===== config.mk =====
export PLATFORM = sky130hd
export DESIGN_NAME = svs_monitor_seq
export DESIGN_NICKNAME = d
export VERILOG_FILES = /design/src/rtl/svs_monitor_pkg.sv /design/src/rtl/svs_monitor_seq_timer.sv /design/src/rtl/svs_monitor_seq.sv
export SDC_FILE = /design/constraint.sdc
export NUM_CORES = 2
export LEC_CHECK = 0
export ABC_AREA = 1
export BUFFER_PORTS_ARGS = -buffer_cell sky130_fd_sc_hd__buf_4
export CORE_UTILIZATION = 45
export DETAILED_ROUTE_END_ITERATION = 8
export GPL_ROUTABILITY_DRIVEN = 0
export MAX_ROUTING_LAYER = met4
export PLACE_DENSITY = 0.69
export SYNTH_ARGS = -nofsm -noshare
export SYNTH_HDL_FRONTEND = slang
export SYNTH_SLANG_ARGS = --single-unit

===== constraint.sdc =====
create_clock -name i_clk -period 7.3 [get_ports i_clk]
set_input_delay 0.365 -clock i_clk [delete_from_list [all_inputs] [get_ports i_clk]]
set_output_delay 0.365 -clock i_clk [all_outputs]
set_load 0.1 [all_outputs]

===== src/rtl/svs_monitor_pkg.sv =====
// Shared widths and FSM state type for the SVS monitor sequencer.
package svs_monitor_pkg;

    localparam int unsigned SVS_TARGET_W   = 8;
    localparam int unsigned SVS_NB_MONITOR = 30;
    localparam int unsigned SVS_COUNT_W    = 16;
    localparam int unsigned SVS_IDX_W      = $clog2(SVS_NB_MONITOR);

    typedef enum logic [2:0] {
        StIdle,
        StArm,
        StMeasure,
        StScan,
        StReport
    } svs_seq_state_e;

endpackage


===== src/rtl/svs_monitor_seq_timer.sv =====
// Measurement timeout counter: expires on the enabled cycle where the count
// reaches the limit. A zero limit never expires.
module svs_monitor_seq_timer #(
    parameter int unsigned Width = 16
) (
    input  logic             i_clk,
    input  logic             i_rst,
    input  logic             i_clear,
    input  logic             i_enable,
    input  logic [Width-1:0] i_limit,
    output logic             o_expire
);

    logic [Width-1:0] count_q;

    always_ff @(posedge i_clk) begin
        if (i_rst || i_clear) begin
            count_q <= '0;
        end else if (i_enable) begin
            count_q <= count_q + Width'(1);
        end
    end

    assign o_expire = i_enable && (i_limit != '0) && (count_q == i_limit - Width'(1));

endmodule


===== src/rtl/svs_monitor_seq.sv =====
// Monitor sequencer: arms the RO monitor wrapper, captures one measurement and
// scans it for min/max. Optional timeout via SVS_MONITOR_SEQ_TIMEOUT_EN.
module svs_monitor_seq
    import svs_monitor_pkg::*;
#(
    parameter int unsigned TimeoutW = 16
) (
    input  logic                                       i_clk,
    input  logic                                       i_rst,
    input  logic                                       i_start,
    input  logic [SVS_TARGET_W-1:0]                    i_target,
    input  logic [SVS_NB_MONITOR-1:0]                  i_use_ro,
    input  logic [SVS_COUNT_W-1:0]                     i_thr_lo,
    input  logic [SVS_COUNT_W-1:0]                     i_thr_hi,
    input  logic [TimeoutW-1:0]                        i_timeout_cycles,
    output logic                                       o_mon_enable,
    output logic [SVS_TARGET_W-1:0]                    o_mon_target,
    output logic [SVS_NB_MONITOR-1:0]                  o_mon_use_ro,
    input  logic                                       i_mon_valid,
    input  logic [SVS_NB_MONITOR-1:0][SVS_COUNT_W-1:0] i_mon_count,
    output logic                                       o_busy,
    output logic                                       o_done,
    output logic [SVS_COUNT_W-1:0]                     o_min_count,
    output logic [SVS_COUNT_W-1:0]                     o_max_count,
    output logic [SVS_IDX_W-1:0]                       o_min_idx,
    output logic                                       o_req_up,
    output logic                                       o_req_down,
    output logic                                       o_no_ro,
    output logic                                       o_timeout
);

    svs_seq_state_e state_q, state_d;

    logic [SVS_TARGET_W-1:0]                    target_q;
    logic [SVS_NB_MONITOR-1:0]                  use_ro_q;
    logic [SVS_COUNT_W-1:0]                     thr_lo_q, thr_hi_q;
    logic [SVS_NB_MONITOR-1:0][SVS_COUNT_W-1:0] counts_q;
    logic [SVS_IDX_W-1:0]                       idx_q, run_idx_q, idx_nx;
    logic [SVS_COUNT_W-1:0]                     run_min_q, run_max_q, min_nx, max_nx, cur;
    logic                                       seen_q, seen_nx, take_min, take_max;
    logic                                       last, expire, req_up_nx;

    logic [SVS_COUNT_W-1:0] min_count_q, max_count_q;
    logic [SVS_IDX_W-1:0]   min_idx_q;
    logic                   req_up_q, req_down_q, no_ro_q;

`ifdef SVS_MONITOR_SEQ_TIMEOUT_EN
    logic [TimeoutW-1:0] timeout_lim_q;
    logic                timeout_q;

    svs_monitor_seq_timer #(
        .Width(TimeoutW)
    ) u_timer (
        .i_clk   (i_clk),
        .i_rst   (i_rst),
        .i_clear (state_q != StMeasure),
        .i_enable(state_q == StMeasure),
        .i_limit (timeout_lim_q),
        .o_expire(expire)
    );

    always_ff @(posedge i_clk) begin
        if (i_rst) begin
            timeout_lim_q <= '0;
            timeout_q     <= 1'b0;
        end else begin
            if (state_q == StIdle && i_start) begin
                timeout_lim_q <= i_timeout_cycles;
            end
            if (state_q == StMeasure && !i_mon_valid && expire) begin
                timeout_q <= 1'b1;
            end else if (state_q == StScan && last) begin
                timeout_q <= 1'b0;
            end
        end
    end

    assign o_timeout = timeout_q;
`else
    logic unused_timeout;
    assign unused_timeout = ^i_timeout_cycles;
    assign expire         = 1'b0;
    assign o_timeout      = 1'b0;
`endif

    // One scan step; the first enabled RO seeds both min and max.
    always_comb begin
        cur       = counts_q[idx_q];
        take_min  = use_ro_q[idx_q] && (!seen_q || cur < run_min_q);
        take_max  = use_ro_q[idx_q] && (!seen_q || cur > run_max_q);
        min_nx    = take_min ? cur : run_min_q;
        idx_nx    = take_min ? idx_q : run_idx_q;
        max_nx    = take_max ? cur : run_max_q;
        seen_nx   = seen_q | use_ro_q[idx_q];
        last      = (idx_q == SVS_IDX_W'(SVS_NB_MONITOR - 1));
        req_up_nx = seen_nx && (min_nx < thr_lo_q);
    end

    always_comb begin
        state_d = state_q;
        case (state_q)
            StIdle:    if (i_start) state_d = StArm;
            StArm:     if (!i_mon_valid) state_d = StMeasure;
            StMeasure: begin
                if (i_mon_valid) state_d = StScan;
                else if (expire) state_d = StReport;
            end
            StScan:    if (last) state_d = StReport;
            StReport:  state_d = StIdle;
            default:   state_d = StIdle;
        endcase
    end

    always_ff @(posedge i_clk) begin
        if (i_rst) begin
            state_q     <= StIdle;
            target_q    <= '0;
            use_ro_q    <= '0;
            thr_lo_q    <= '0;
            thr_hi_q    <= '0;
            counts_q    <= '0;
            idx_q       <= '0;
            run_idx_q   <= '0;
            run_min_q   <= '1;
            run_max_q   <= '0;
            seen_q      <= 1'b0;
            min_count_q <= '1;
            max_count_q <= '0;
            min_idx_q   <= '0;
            req_up_q    <= 1'b0;
            req_down_q  <= 1'b0;
            no_ro_q     <= 1'b0;
        end else begin
            state_q <= state_d;
            case (state_q)
                StIdle: begin
                    if (i_start) begin
                        target_q <= i_target;
                        use_ro_q <= i_use_ro;
                        thr_lo_q <= i_thr_lo;
                        thr_hi_q <= i_thr_hi;
                    end
                end
                StMeasure: begin
                    if (i_mon_valid) begin
                        counts_q  <= i_mon_count;
                        idx_q     <= '0;
                        run_idx_q <= '0;
                        run_min_q <= '1;
                        run_max_q <= '0;
                        seen_q    <= 1'b0;
                    end else if (expire) begin
                        min_count_q <= '1;
                        max_count_q <= '0;
                        min_idx_q   <= '0;
                        req_up_q    <= 1'b0;
                        req_down_q  <= 1'b0;
                        no_ro_q     <= (use_ro_q == '0);
                    end
                end
                StScan: begin
                    idx_q     <= idx_q + SVS_IDX_W'(1);
                    run_min_q <= min_nx;
                    run_max_q <= max_nx;
                    run_idx_q <= idx_nx;
                    seen_q    <= seen_nx;
                    if (last) begin
                        min_count_q <= min_nx;
                        max_count_q <= max_nx;
                        min_idx_q   <= idx_nx;
                        no_ro_q     <= !seen_nx;
                        req_up_q    <= req_up_nx;
                        req_down_q  <= seen_nx && !req_up_nx && (min_nx > thr_hi_q);
                    end
                end
                default: ;
            endcase
        end
    end

    assign o_busy       = (state_q != StIdle);
    assign o_done       = (state_q == StReport);
    assign o_mon_enable = (state_q == StArm) || (state_q == StMeasure);
    assign o_mon_target = target_q;
    assign o_mon_use_ro = use_ro_q;
    assign o_min_count  = min_count_q;
    assign o_max_count  = max_count_q;
    assign o_min_idx    = min_idx_q;
    assign o_req_up     = req_up_q;
    assign o_req_down   = req_down_q;
    assign o_no_ro      = no_ro_q;

endmodule


==> key figures <==
Floorplanning
  • # rows: roughly 90
  • Die width: ~250 um
  • Die height: about 250 um
  • Num ports: roughly 650
  • DIE AREA: 0.0637 sq mm
  • Core outline area: roughly 0.062 sq mm
  • Starting Density: 45.6%

Power
  • Cell Pwr Density: 326 mW/mm^2
  • Peak VDD IR: about 0.19 mV
  • Leak Pwr: 16.3 nW

Synth
  • Post-synth top area share: a little under half
  • Register bit total from synthesis: ~640
  • Biggest area consumer among synthesized cells: dfxtp_1
  • Dominant synthesized flop cell: dfxtp_1
  • Ys Warns: 0
  • Synth async-reset ratio: 0%
  • Syn_area_per_cell: about 7 sq um
  • Top post-synthesis cells by area: dfxtp_1 45%, o21ai_0 15%, a21oi_1 10%, nor2_1 7.5%, inv_1 5.3%
  • Seq/Total Area, Yosys: between 40% and 50%
  • Synth unique cells: 34
  • Synth Cell Area: approximately 0.028 sq mm
  • Post-synth EDFFs: 0
  • Synthesized Nets: 4637
  • Cells after synthesis: ~4.0k

Clock tree
  • CTS tree: done
  • Post_cts resized: 0
  • Bufs on Longest Clock Path: 3
  • CTS H-tree depth: 3
  • Worst-skew pair later-pin latency: roughly 0.6 ns
  • Sink Count: 636
  • Clock root buffer: clkbuf_16
  • CTS clk-pin slew, worst paths: roughly 0.06 ns
  • TritonCTS Buffers: a little over 70

Critical path
  • Type of origin of the critical path: register
  • Worst Setup End Kind: register
  • WP data arrival: around 6.6 ns
  • CP required: approximately 7.8 ns
  • Critical path class: reg -> reg
  • Critical Path Fanout Max: 178

Job
  • # Max-Cap Violations: 0

Detailed routing
  • Vias post-DR: between 20k and 30k
  • WL/cell: slightly below 20 um
  • Drt initial violations: roughly 3.1k
  • Final WL: about 110 mm
  • DRC violations left: 0
  • Detail Route Antenna Nets: 0
  • 1st-pass router iterations: 7
  • Via density: 5.32

STA
  • Final hold vios: 0
  • Max Clk Rate: around 0.16 GHz
  • Actual slew at the worst max-slew pin: ~1.1 ns
  • Crit share post-route: a little over four fifths
  • Setup violations, final: 0
  • Clk_skew: between 0.01 and 0.015 ns
  • Final total negative setup slack: 0 ns
  • RSZ-0062 raised after global routing: false
  • Final min period: between 6 and 7 ns
  • Slew headroom: 27.2%
  • Max-slew violations: 0

Finish
  • Finished Cell Area: 0.0380 sq mm
  • Multi-input logic area: ~0.013 sq mm
  • Filler instances: around 5.7k
  • Layout cells sized above 1: approximately 17%
  • Register area: around 0.013 sq mm
  • Synth-to-layout area growth: 34.6%
  • Layout Nets: 5290
  • Non-filler cells in the finished layout: between 5k and 6k

Global routing
  • Gr ovfl total: 0
  • First-pass GRT wire length: 160 mm
  • Initial antenna violation count: 27
  • Vias in the first global route: about 27k
  • Largest net degree at the start of global routing: about 240
  • GRT Overall Usage: about a third

Outcome
  • Status: complete, no violations

Placement
  • Placed cell area: roughly 0.033 sq mm
  • Buffers added on ports: about 630
  • Detail Placement HPWL: around 70 mm
  • Cell count after placement: between 5k and 6k

Worst hold path
  • HP Class: in -> reg
[per-stage QoR]
| step | util [%] | worst slack, ns | hold slack, ns | power (mW) |
|---|---|---|---|---|
| 6_report | 61.4 | 1.15 | 0.0202 | 12.4 |
| 5_1_grt | 61.4 | 0.777 | 0.0144 | 13.1 |
| 4_1_cts | 61.3 | 1.30 | 0.000174 | 12.4 |
| 3_5_place_dp | 53.7 | 1.33 | 0.439 | 8.57 |
| 3_3_place_gp | 53.7 | 1.33 | 0.435 | 8.49 |
| 2_1_floorplan | - | 2.77 | 0.424 | 7.22 |
[metal layers]
metal  global-route usage (%)  part of all wire (%)  up-vias
li1                         -                     -    14600
met1                     42.1                    42    13700
met2                     53.2                    47     1179
met3                     4.97                   6.9      224
met4                     14.9                   4.2        0
met5                        -                     0        -
[worst max-delay path, cell delays in order, from the launching register on]
cell and delay (ns):
dfxtp_4 0.62, buf_12 0.48, a21oi_1 0.15, o21ai_0 0.17, nand3_1 0.23, nand3_1 0.29, nand4_1 0.15, nand2_1 0.14
inv_1 0.07, ha_1 0.30, a21oi_1 0.16, nor2_1 0.06, a211oi_1 0.22, o221a_2 0.24, nand2_1 0.05, nand2_1 0.08
nand2_2 0.43, o21ai_1 0.76, ha_1 0.37, a21oi_1 0.16, nor2_1 0.05, a211oi_1 0.21, nand2_1 0.11, nand2_1 0.10
nand2_1 0.06, nand2_1 0.07, a21oi_2 0.05
[cell type report]
cell class	count	area share, %
Clock buffer	102	5.60
Tap cell	837	2.76
Inverter	404	4.07
Clock inverter	27	0.794
Sequential cell	636	33.5
Antenna cell	26	0.171
Multi-Input combinational cell	2646	33.6
Timing Repair Buffer	896	19.5
[sequential cells by signal (all words and copies together) (netlist names), 3 cells and up]
signal	flops
counts_q	480
o_mon_use_ro	30
o_max_count	16
o_min_count	16
run_max_q	16
run_min_q	16
thr_hi_q	16
thr_lo_q	16
o_mon_target	8
idx_q	5
o_min_idx	5
run_idx_q	5
state_q	3
[what timing repair did]
| action | in CTS | in global routing |
|---|---|---|
| buffers inserted | 0 | 0 |
| hold buffers | 227 | 0 |
| hold endpoints to repair | 227 | 0 |
[cells in the final DEF, fill, tap and decap left out, types with 2 or more instances in the layout]
master         Yosys  layout
buf_12             0       8
o221a_2            2       2
inv_6              0       4
inv_2              5       4
inv_8              0       3
a31oi_1            6       6
clkbuf_1         269      12
inv_1            396     394
diode_2            0      26
a21oi_1          572     572
nand2_2            3       3
dfxtp_1          636     633
o21ai_0          832     832
clkbuf_16          0      75
inv_4              1       3
ha_1              64      64
o22ai_1           33      33
bufinv_16          0       5
nor2_2             2       2
a211oi_1           8       8
clkbuf_8           0      15
nand4_1           20      20
dlygate4sd3_1      0     227
nand2_1          347     347
nand3_1          145     144
nor2_4             0       2
nor2_1           567     565
nor3_1             8       8
o21ai_1           22      22
clkinvlp_4         0       4
o211ai_1           6       6
dfxtp_4            0       2
buf_4              3     661
clkinv_2           0      11
[synth_stat cells (all sizes together), types with 2 or more instances]
library cell,number
a211oi,8
a21oi,573
a31oi,6
buf,48
clkbuf,269
clkinv,2
dfxtp,636
ha,64
inv,402
nand2,350
nand3,145
nand4,20
nor2,569
nor3,8
o211ai,6
o21ai,854
o221a,2
o22ai,33
[where the power goes]
| part | total (mW) | switching (mW) | leakage [nW] | internal, mW |
|---|---|---|---|---|
| Combinational | 4.17 | 2.88 | 9.92 | 1.29 |
| Sequential | 4.49 | 0.290 | 5.18 | 4.21 |
| Clock | 3.73 | 1.51 | 1.19 | 2.22 |
[cell families (layout without fill, tap and decap cells)]
kind of cell	count (synthesis)	in the layout	share of synthesized area [%]
adders and majority gates	64	64	2.84
AOI/OAI and AO/OA	1487	1487	26.8
other	1	27	0.0133
DFF	636	636	45.1
xor gates and xnor gates	1	1	0.0311
buffers and inverters	721	1429	9.73
and+or+nand+nor	1093	1093	15.5
[worst paths after layout]
| kind | end | depth (start not counted) | start | slack [ns] |
|---|---|---|---|---|
| min reg2reg | o_mon_target[2]$_SDFFE_PP0P_ | 2 | o_mon_target[2]$_SDFFE_PP0P_ | 0.45 |
| min | counts_q[259]$_SDFFE_PP0P_ | 3 | i_mon_count[259] | 0.02 |
| max | o_req_down$_SDFFE_PP0P_ | 26 | idx_q[0]$_SDFFE_PP0P_ | 1.15 |
| max reg2reg | o_req_down$_SDFFE_PP0P_ | 26 | idx_q[0]$_SDFFE_PP0P_ | 1.15 |
(Power assumes the default switching activity.)
